$ cat src/rtl/bram_load_sequencer.sv
`default_nettype none
// ============================================================================
//  Module      : bram_load_sequencer
//  Description : Fills the input-matrix BRAM and the weight-matrix BRAM from
//                two ready/valid word streams, pairing consecutive words so
//                that both true-dual-port write ports are used every second
//                accepted word, then pulses write_phase_done to hand off to
//                the read/compute phase.
//  Revision    : 1.0  initial release
// ============================================================================
module bram_load_sequencer #(
    parameter int DATA_WIDTH_A = 16,
    parameter int DATA_WIDTH_B = 32,
    parameter int ADDR_WIDTH_A = 4,
    parameter int ADDR_WIDTH_B = 4,
    parameter int NUM_A_WORDS  = 9,
    parameter int NUM_B_WORDS  = 12
) (
    input  logic                    clk,
    input  logic                    rst_n,
    input  logic                    load_start,

    input  logic                    a_valid,
    output logic                    a_ready,
    input  logic [DATA_WIDTH_A-1:0] a_data,

    input  logic                    w_valid,
    output logic                    w_ready,
    input  logic [DATA_WIDTH_B-1:0] w_data,

    output logic                    in_mat_ena,
    output logic                    in_mat_wea,
    output logic [ADDR_WIDTH_A-1:0] in_mat_wr_addra,
    output logic [DATA_WIDTH_A-1:0] in_mat_dina,
    output logic                    in_mat_enb,
    output logic                    in_mat_web,
    output logic [ADDR_WIDTH_A-1:0] in_mat_wr_addrb,
    output logic [DATA_WIDTH_A-1:0] in_mat_dinb,

    output logic                    w_mat_ena,
    output logic                    w_mat_wea,
    output logic [ADDR_WIDTH_B-1:0] w_mat_wr_addra,
    output logic [DATA_WIDTH_B-1:0] w_mat_dina,
    output logic                    w_mat_enb,
    output logic                    w_mat_web,
    output logic [ADDR_WIDTH_B-1:0] w_mat_wr_addrb,
    output logic [DATA_WIDTH_B-1:0] w_mat_dinb,

    output logic                    write_phase_done,
    output logic                    busy
);

    // One word counter is shared by both load phases, so it is sized for the wider address.
    localparam int CNT_W = (ADDR_WIDTH_A > ADDR_WIDTH_B) ? ADDR_WIDTH_A : ADDR_WIDTH_B;

    localparam logic [2:0] c_IDLE    = 3'd0;
    localparam logic [2:0] c_LOAD_IN = 3'd1;
    localparam logic [2:0] c_LOAD_W  = 3'd2;
    localparam logic [2:0] c_FLUSH   = 3'd3;
    localparam logic [2:0] c_DONE    = 3'd4;

    localparam logic [CNT_W-1:0] c_LAST_A  = CNT_W'(NUM_A_WORDS - 1);
    localparam logic [CNT_W-1:0] c_LAST_B  = CNT_W'(NUM_B_WORDS - 1);
    localparam logic [CNT_W-1:0] c_CNT_ONE = CNT_W'(1);

    logic [2:0]              r_state;
    logic [2:0]              w_next_state;
    logic [CNT_W-1:0]        r_cnt;
    logic [CNT_W-1:0]        w_cnt_prev;
    logic                    r_pending;
    logic [DATA_WIDTH_A-1:0] r_hold_a;
    logic [DATA_WIDTH_B-1:0] r_hold_w;
    logic                    r_phase_done;
    logic                    w_a_fire;
    logic                    w_w_fire;
    logic                    w_a_last;
    logic                    w_w_last;
    logic                    w_start;

    // A handshake can only complete while the matching phase owns its stream.
    assign w_a_fire   = a_valid && (r_state == c_LOAD_IN);
    assign w_w_fire   = w_valid && (r_state == c_LOAD_W);
    assign w_a_last   = w_a_fire && (r_cnt == c_LAST_A);
    assign w_w_last   = w_w_fire && (r_cnt == c_LAST_B);
    assign w_start    = load_start && ((r_state == c_IDLE) || (r_state == c_DONE));
    // The held word of a pair always sits one address below the current word.
    assign w_cnt_prev = r_cnt - c_CNT_ONE;

    // State register.
    always_ff @(posedge clk) begin
        if (!rst_n) begin
            r_state <= c_IDLE;
        end else begin
            r_state <= w_next_state;
        end
    end

    // Next-state logic: load_start is honoured only from IDLE or DONE.
    always_comb begin
        w_next_state = r_state;
        case (r_state)
            c_IDLE, c_DONE: if (w_start)  w_next_state = c_LOAD_IN;
            c_LOAD_IN:      if (w_a_last) w_next_state = c_LOAD_W;
            c_LOAD_W:       if (w_w_last) w_next_state = c_FLUSH;
            c_FLUSH:                      w_next_state = c_DONE;
            default:                      w_next_state = c_IDLE;
        endcase
    end

    // State-decoded stream readiness and busy indication.
    always_comb begin
        a_ready = (r_state == c_LOAD_IN);
        w_ready = (r_state == c_LOAD_W);
        busy    = (r_state == c_LOAD_IN) || (r_state == c_LOAD_W) || (r_state == c_FLUSH);
    end

    assign write_phase_done = r_phase_done;

    // Word counting, pair holding and registered BRAM write ports; enables are single-cycle.
    always_ff @(posedge clk) begin
        if (!rst_n) begin
            r_cnt           <= '0;
            r_pending       <= 1'b0;
            r_hold_a        <= '0;
            r_hold_w        <= '0;
            r_phase_done    <= 1'b0;
            in_mat_ena      <= 1'b0;
            in_mat_wea      <= 1'b0;
            in_mat_wr_addra <= '0;
            in_mat_dina     <= '0;
            in_mat_enb      <= 1'b0;
            in_mat_web      <= 1'b0;
            in_mat_wr_addrb <= '0;
            in_mat_dinb     <= '0;
            w_mat_ena       <= 1'b0;
            w_mat_wea       <= 1'b0;
            w_mat_wr_addra  <= '0;
            w_mat_dina      <= '0;
            w_mat_enb       <= 1'b0;
            w_mat_web       <= 1'b0;
            w_mat_wr_addrb  <= '0;
            w_mat_dinb      <= '0;
        end else begin
            in_mat_ena   <= 1'b0;
            in_mat_wea   <= 1'b0;
            in_mat_enb   <= 1'b0;
            in_mat_web   <= 1'b0;
            w_mat_ena    <= 1'b0;
            w_mat_wea    <= 1'b0;
            w_mat_enb    <= 1'b0;
            w_mat_web    <= 1'b0;
            r_phase_done <= (r_state == c_FLUSH);

            if (w_start) begin
                r_cnt     <= '0;
                r_pending <= 1'b0;
            end else if (w_a_fire) begin
                if (r_pending) begin
                    in_mat_ena      <= 1'b1;
                    in_mat_wea      <= 1'b1;
                    in_mat_wr_addra <= w_cnt_prev[ADDR_WIDTH_A-1:0];
                    in_mat_dina     <= r_hold_a;
                    in_mat_enb      <= 1'b1;
                    in_mat_web      <= 1'b1;
                    in_mat_wr_addrb <= r_cnt[ADDR_WIDTH_A-1:0];
                    in_mat_dinb     <= a_data;
                    r_pending       <= 1'b0;
                end else if (w_a_last) begin
                    // Odd word count: the unpaired tail goes out on port A alone.
                    in_mat_ena      <= 1'b1;
                    in_mat_wea      <= 1'b1;
                    in_mat_wr_addra <= r_cnt[ADDR_WIDTH_A-1:0];
                    in_mat_dina     <= a_data;
                end else begin
                    r_hold_a  <= a_data;
                    r_pending <= 1'b1;
                end
                r_cnt <= w_a_last ? '0 : (r_cnt + c_CNT_ONE);
            end else if (w_w_fire) begin
                if (r_pending) begin
                    w_mat_ena      <= 1'b1;
                    w_mat_wea      <= 1'b1;
                    w_mat_wr_addra <= w_cnt_prev[ADDR_WIDTH_B-1:0];
                    w_mat_dina     <= r_hold_w;
                    w_mat_enb      <= 1'b1;
                    w_mat_web      <= 1'b1;
                    w_mat_wr_addrb <= r_cnt[ADDR_WIDTH_B-1:0];
                    w_mat_dinb     <= w_data;
                    r_pending      <= 1'b0;
                end else if (w_w_last) begin
                    w_mat_ena      <= 1'b1;
                    w_mat_wea      <= 1'b1;
                    w_mat_wr_addra <= r_cnt[ADDR_WIDTH_B-1:0];
                    w_mat_dina     <= w_data;
                end else begin
                    r_hold_w  <= w_data;
                    r_pending <= 1'b1;
                end
                r_cnt <= w_w_last ? '0 : (r_cnt + c_CNT_ONE);
            end
        end
    end

endmodule
`default_nettype wire

$ cat config.mk
export PLATFORM = sky130hd
export DESIGN_NAME = bram_load_sequencer
export DESIGN_NICKNAME = d
export VERILOG_FILES = /design/src/rtl/bram_load_sequencer.sv
export SDC_FILE = /design/constraint.sdc
export NUM_CORES = 1
export LEC_CHECK = 0
export CAP_MARGIN = 0
export CORE_ASPECT_RATIO = 0.75
export CORE_UTILIZATION = 44
export CTS_CLUSTER_SIZE = 25
export DETAILED_ROUTE_END_ITERATION = 10
export GPL_TIMING_DRIVEN = 1
export PLACE_DENSITY = 0.77
export SYNTH_ARGS = -nofsm -noshare
export SYNTH_HDL_FRONTEND = slang
export SYNTH_SLANG_ARGS = --single-unit
$ cat constraint.sdc
create_clock -name clk -period 2 [get_ports clk]
set_clock_uncertainty 0.05 [all_clocks]
set_input_delay 0.2 -clock clk [delete_from_list [all_inputs] [get_ports clk]]
set_output_delay 0.2 -clock clk [all_outputs]
set_load 0.02 [all_outputs]
==> results of run 1 <==
## placed cells by master (no fill, tap or decap), drive strengths merged, types with 4 or more instances in the layout
cell and n:
clkbuf 18, inv 13, mux2i 67, a21oi 93, buf 27, nand2 186
clkdlybuf4s50 173, nand3 4, dfxtp 173, a211oi 53, and3 4, nor2 80
## worst max-delay path, delay by kind of cell (launching register included)
family | cells | cell delay [ns]
flops | 1 | 0.45
buf+inv | 2 | 0.31
mux | 1 | 0.22
fa+ha+maj | 1 | 0.24
simple gates | 3 | 0.49
## per-layer routing
layer	GRT usage [%]	wire, um	vias to the layer above
li1	-	-	2922
met1	29.2	8450	2690
met2	34.8	7810	148
met3	6.49	1020	10
met4	5.85	127	0
met5	0	0	-
## worst paths after layout
path,start,endpoint,slack (ns),depth (start not counted)
setup / recovery,r_cnt[0]$_SDFFE_PP0P_,r_hold_a[14]$_SDFFE_PN0P_,0.12,7
hold / removal,a_data[7],in_mat_dinb[7]$_SDFFE_PN0P_,0.33,3
setup reg to reg,r_cnt[0]$_SDFFE_PP0P_,r_hold_a[14]$_SDFFE_PN0P_,0.12,7
hold reg to reg,w_mat_dinb[31]$_SDFFE_PN0P_,w_mat_dinb[31]$_SDFFE_PN0P_,0.40,2
## Yosys cell counts (all sizes together)
cell | n | area, sq um
nor3 | 3 | 15.0
a21oi | 93 | 469
a31oi | 1 | 6.26
mux2 | 1 | 11.3
and3 | 4 | 25.0
nor2 | 80 | 300
a41oi | 1 | 8.76
o211ai | 2 | 15.0
dfxtp | 173 | 3460
a211oi | 53 | 398
ha | 3 | 37.5
and4b | 2 | 20.0
nor3b | 2 | 20.0
nor4bb | 1 | 25.0
o41ai | 1 | 8.76
o21a | 1 | 7.51
or3 | 1 | 6.26
nand2b | 1 | 6.26
and2 | 3 | 18.8
nand4bb | 1 | 11.3
mux2i | 67 | 671
or2 | 1 | 6.26
buf | 33 | 211
inv | 7 | 26.3
a22oi | 1 | 7.51
nor2b | 3 | 18.8
and4bb | 1 | 12.5
nand2 | 186 | 698
o21ai | 2 | 10.0
o31ai | 3 | 22.5
nand3 | 4 | 20.0
xnor2 | 3 | 26.3
and3b | 1 | 8.76
nand3b | 1 | 7.51
clkbuf | 33 | 124
## stage by stage
step                cells  power (W)  hold WS [ns]  util (%)
detailed placement   1108    0.00400         0.396      59.4
floorplan             773    0.00378         0.272         -
CTS                  1138    0.00727         0.315      63.4
global placement     1108    0.00399         0.391      59.4
global route         1141    0.00747         0.343      63.7
finish               1141    0.00721         0.332      63.7
## kinds of logic after synthesis
family                   Yosys count
adder cells (fa/ha/maj)            3
AND/OR/NAND/NOR                  295
XOR/XNOR                           3
flip-flops                       173
multiplexers                      68
buffers and inverters             73
AO/OA/AOI/OAI                    158
## power groups by stage
stage	clock network [W]	logic (W)	registers (W)
after floorplan	0	0.000217	0.00357
after global placement	0	0.000431	0.00356
after detailed placement	0	0.000434	0.00356
after CTS	0.00335	0.000436	0.00348
after global routing	0.00352	0.000467	0.00349
final	0.00329	0.000436	0.00348
## what timing repair did
| action | in CTS | in global routing |
|---|---|---|
| gates resized for setup | 4 | 2 |
| pin swaps | 0 | 1 |
| endpoints found under the hold margin | 0 | 0 |
| endpoints found under the setup margin | 3 | 12 |
| gates cloned | 0 | 1 |
| buffers inserted | 0 | 2 |
## final cells by class
class | count | area, sq um
Tap cell | 200 | 250
Inverter | 7 | 28.8
Timing Repair Buffer | 204 | 2090
Sequential cell | 173 | 3470
Clock buffer | 17 | 425
Clock inverter | 13 | 158
Multi-Input combinational cell | 527 | 2940
Fill cell | 1226 | 5330
## state kept, by name, summed over array words and instances, names as in the netlist, 16 cells and up
register	flops
in_mat_dinb	16
r_hold_w	32
w_mat_dina	32
r_hold_a	16
in_mat_dina	16
w_mat_dinb	32
==> qor.txt, run 1 <==
CP peak stage delay: 0.45 ns
ant diodes: 0
Slew HR: 66.8%
Post-Syn Area per Cell: 8.72 sq um
worst-margin pin slew: 0.499 ns
Compound-Gate Fraction of Synth Area: 14.1%
Fin. Hold Viols: 0
core area: 14700 sq um
Crit-path slowest cell: dfxtp_1
Lkg Pwr: 3.07 nW
first-pass GRT wire length: 27700 um
CTS Root Cell: clkbuf_16
status: finished, final reports clean
switching share of power: 23.1%
CTS tree: yes
required time of the critical path: 2.24 ns
ANT nets after route: 0
reported max-cap violation count: 0
Crit Path Category: reg -> reg
Clk network pwr share: 45.6%
post-synthesis sequential area ratio: 51.4%
Final min period: 1.88 ns
Syn. warnings: 0
die width: 145 um
Total GRT Usage: 22.0%
Die Y: 109 um
# rows: 38
worst path cell trace: inv_1 -> ha_1 -> and3b_1 -> nor3b_4 -> buf_12 -> mux2i_1 -> nor2_1
GPL Wtd Cong: 0.838
Mapped Nets: 829
drt wl/cell: 15.3 um
initial core utilization: 45.9%
Final Max Tran Viols: 0
CTS clk-pin slew, worst paths: 0.07 ns
RSZ-0062 raised after global routing: no
proportion of layout cells with a drive suffix above 1: 7.23%
Port Buffers: 176
Simple-Gate Fraction of Synth Area: 18.1%
Hold WC Path Type: in -> reg
post-route setup slack: 0.121 ns
power share of the sequential group: 48.3%
Vias: 5770
synthesized flop and latch total: 173
Iter 0 DRT Violations: 281
I/O pin count: 177
setup TNS: 0 ns
dpl ws: 0.0140 ns
Post-CTS Hold Fix Bufs: 0
post-synthesis cell type count: 40
Max FO, Critical Path: 16
dpl hpwl: 11400 um
nets: 986
sw power: 0.00166 W
Clock Latency Late Sink: 0.41 ns
Pwr Density: 770 nW/um^2
Post-Synth Adder-Cell Area: 0.557%
Final Instance Area: 9360 sq um
GRT overflow: 0
Clock Sinks: 173
post-synthesis mux area share: 10.1%
Area growth syn-to-layout: 38.8%
DRT Wirelength: 17400 um
CTS Buf Count: 17
drt pass-1 iters: 4
Fmax achieved: 0.532 GHz
XOR/XNOR share of the synthesized area: 0.390%
Pint: 0.00554 W
largest net degree at the start of global routing: 106
Peak VDD IR: 0.520 mV
combinational share of power: 6.0%
htree depth: 4
Final Cycle Share: 94.0%
crit start category: flop
residual DRC count: 0
CP endpoint kind: flop
DIE AREA: 15800 sq um
vias per cell: 5.06
vias in the first global route: 5432
Bufs on Longest Clock Path: 2
Setup violations, final: 0
initial antenna violation count: 0
dpl cell area: 8730 sq um
critical path data arrival time: 2.12 ns
Syn Std Cell Area: 6740 sq um
Post-Syn Instances: 773
largest family of logic cells by synthesized area: simple AND/OR/NAND/NOR gates
No activity file was read; power rests on OpenSTA's default activity.
==> inputs of run 2 (changes only) <==
==> constraint.sdc (replaced) <==
create_clock -name clk -period 2 [get_ports clk]
set_clock_uncertainty 0.05 [all_clocks]
set_input_delay 0.4 -clock clk [delete_from_list [all_inputs] [get_ports clk]]
set_output_delay 0.4 -clock clk [all_outputs]
set_load 0.02 [all_outputs]
==> run 2 against run 1 <==
  * Sequential share of layout area shrank 0.099 points
  * Count of clock-buffer cells in the layout grew 1
  * Design area up 0.27%
  * Highest routed layer unchanged
  * Critical path type unchanged
  * Largest cell class unchanged
  * Global-route usage fell by 0.18 points
  * Fmax is 0.81% lower
  * Worst hold slack better by 0.070 ns
  * Non-clock buffer count rose by 5
==> qor.txt, run 2 (same netlist as run 1, synthesis figures left out) <==
total power: 0.00698 W (-3.1%)
Slew HR: 65.5% (-1.2 points)
area of the multi-input gates: 2940 sq um (+0.17%)
Peak VDD IR: 0.555 mV (+6.6%)
# rows: 38 (unchanged)
CTS clk-pin slew, worst paths: 0.07 ns (about the same)
CP endpoint kind: flop
commonest cells after routing, fill and taps aside: nand2_1, clkdlybuf4s50_1, dfxtp_1
Pint: 0.00530 W (-4.4%)
Hold WC Path Type: reg -> reg
first-pass GRT wire length: 27300 um (-1.7%)
Worst R2R Path Depth: 7 (unchanged)
initial antenna violation count: 0 (unchanged)
dpl hpwl: 11200 um (-1.8%)
status: finished, final reports clean
vias in the first global route: 5319 (-2.1%)
initial core utilization: 45.9% (unchanged)
die width: 145 um (unchanged)
DIE AREA: 15800 sq um (unchanged)
reported max-cap violation count: 0 (unchanged)
setup TNS: 0 ns (unchanged)
Port Buffers: 176 (unchanged)
most common cell after layout, fill and taps aside: nand2_1
ant diodes: 0 (unchanged)
Lkg Pwr: 3.09 nW (+0.70%)
worst hold margin: 0.402 ns (+0.0699 ns)
DRT Wirelength: 16900 um (-2.9%)
GPL Wtd Cong: 0.879 (+4.9%)
CP endpoint: r_hold_a[13]$_SDFFE_PN0P_
RSZ-0062 raised after global routing: no
RR Startpoint: r_state[2]$_SDFFE_PN0P_
Clk network pwr share: 43.8% (-1.8 points)
Iter 0 DRT Violations: 411 (+46%)
Setup crit start: r_state[2]$_SDFFE_PN0P_
Crit Path Category: reg -> reg
Bufs on Longest Clock Path: 2 (unchanged)
residual DRC count: 0 (unchanged)
htree depth: 4 (unchanged)
required time of the critical path: 2.25 ns (about the same)
worst hold path depth: 2 (-1)
I/O pin count: 177 (unchanged)
CTS Root Cell: clkbuf_16
Final Cycle Share: 94.7% (+0.77 points)
largest net degree at the start of global routing: 111 (+4.7%)
Fmax achieved: 0.528 GHz (-0.81%)
Pwr Density: 744 nW/um^2 (-3.4%)
CP peak stage delay: 0.36 ns (-0.09 ns)
worst-margin pin slew: 0.517 ns (+0.0187 ns)
combinational share of power: 6.3% (+0.3 points)
GRT overflow: 0 (unchanged)
Clock Latency Late Sink: 0.42 ns (about the same)
crit start category: flop
nets: 991 (+0.51%)
Seq. cell area: 3470 sq um (unchanged)
CTS tree: yes
Post-CTS Hold Fix Bufs: 0 (unchanged)
proportion of layout cells with a drive suffix above 1: 8.02% (+0.79 points)
Clock Sinks: 173 (unchanged)
r2r endpoint: r_hold_a[13]$_SDFFE_PN0P_
sw power: 0.00168 W (+0.93%)
cell mode on critical path: buf_4
vias per cell: 5.04 (-0.37%)
Final Max Tran Viols: 0 (unchanged)
critical path data arrival time: 2.15 ns (+0.03 ns)
ANT nets after route: 0 (unchanged)
Final min period: 1.89 ns (+0.0154 ns)
Total GRT Usage: 21.8% (-0.18 points)
top flop regs: r_hold_w x32, w_mat_dina x32, w_mat_dinb x32
CTS Buf Count: 17 (unchanged)
switching share of power: 24.1% (+0.97 points)
Die Y: 109 um (unchanged)
Setup violations, final: 0 (unchanged)
power share of the sequential group: 49.9% (+1.6 points)
Vias: 5784 (+0.24%)
# fillers: 1222 (-0.33%)
Max FO, Critical Path: 16 (unchanged)
worst path cell trace: buf_4 -> nor4bb_4 -> buf_4 -> nor3b_4 -> buf_12 -> mux2i_1 -> nor2_1
Crit-path slowest cell: dfxtp_2
core area: 14700 sq um (unchanged)
drt pass-1 iters: 4 (unchanged)
Area growth syn-to-layout: 39.1%
Fin. Hold Viols: 0 (unchanged)
drt wl/cell: 14.7 um (-3.5%)
reg2reg setup slack: 0.11 ns (-0.02 ns)
run 2: changes by cell type in the layout (fill, tap and decap cells not counted), sizes merged:
cell | previous run | this run
clkbuf | 18 | 19
buf | 27 | 33
clkinv | 2 | 6
bufinv | 2 | 0
clkinvlp | 3 | 2
dlygate4sd2 | 3 | 2
run 2: routing by layer:
metal  GRT usage [%]  routed length, um  vias up
met2            33.8               7580      149
met4            6.53                177        0
li1                -                  -     2937
met5               0                  0        -
met1            29.3               8140     2684
met3            6.32               1000       14
run 2: cell type report:
class | count | share of cell area, %
Sequential cell | 173 | 37.0
Multi-Input combinational cell | 527 | 31.4
Timing Repair Buffer | 209 | 22.9
Clock buffer | 18 | 4.57
Tap cell | 200 | 2.67
Clock inverter | 14 | 1.19
Inverter | 7 | 0.307
run 2: how the worst min path moves through the flow:
stage | startpoint | to | slack, ns
after floorplan | r_hold_w[0]$_SDFFE_PN0P_ | r_hold_w[0]$_SDFFE_PN0P_ | 0.39
after global placement | r_hold_w[19]$_SDFFE_PN0P_ | r_hold_w[19]$_SDFFE_PN0P_ | 0.39
after detailed placement | in_mat_dinb[5]$_SDFFE_PN0P_ | in_mat_dinb[5]$_SDFFE_PN0P_ | 0.40
after CTS | w_mat_dinb[8]$_SDFFE_PN0P_ | w_mat_dinb[8]$_SDFFE_PN0P_ | 0.41
after global routing | r_hold_w[12]$_SDFFE_PN0P_ | r_hold_w[12]$_SDFFE_PN0P_ | 0.42
final | w_mat_dinb[13]$_SDFFE_PN0P_ | w_mat_dinb[13]$_SDFFE_PN0P_ | 0.40
run 2: repair_timing:
item | in CTS | in global routing
gates resized for setup | 3 | 5
pin swaps | 0 | 1
buffers inserted | 0 | 1
endpoints found under the setup margin | 3 | 4
run 2: power groups by stage:
stage	registers, W	logic, W	clock network (W)
2_1_floorplan	0.00357	0.000217	0
3_3_place_gp	0.00356	0.000434	0
3_5_place_dp	0.00357	0.000437	0
4_1_cts	0.00349	0.000437	0.00310
5_1_grt	0.00349	0.000474	0.00327
6_report	0.00349	0.000439	0.00306
run 2: per-stage QoR:
step / std cells / area (sq um) / setup WS [ns] / util [%]
floorplan: 773 / 6740 / 0.0931 / -
global placement: 1115 / 8830 / -0.0766 / 60.1
detailed placement: 1115 / 8830 / -0.161 / 60.1
CTS: 1147 / 9370 / 0.00645 / 63.8
global route: 1148 / 9380 / 0.0108 / 63.9
finish: 1148 / 9380 / 0.105 / 63.9
run 2: worst max-delay path, delay by kind of cell (launching register included):
kind | cells | cell delay [ns]
and+or+nand+nor | 3 | 0.60
buffers and inverters | 3 | 0.54
DFF | 1 | 0.36
muxes | 1 | 0.22
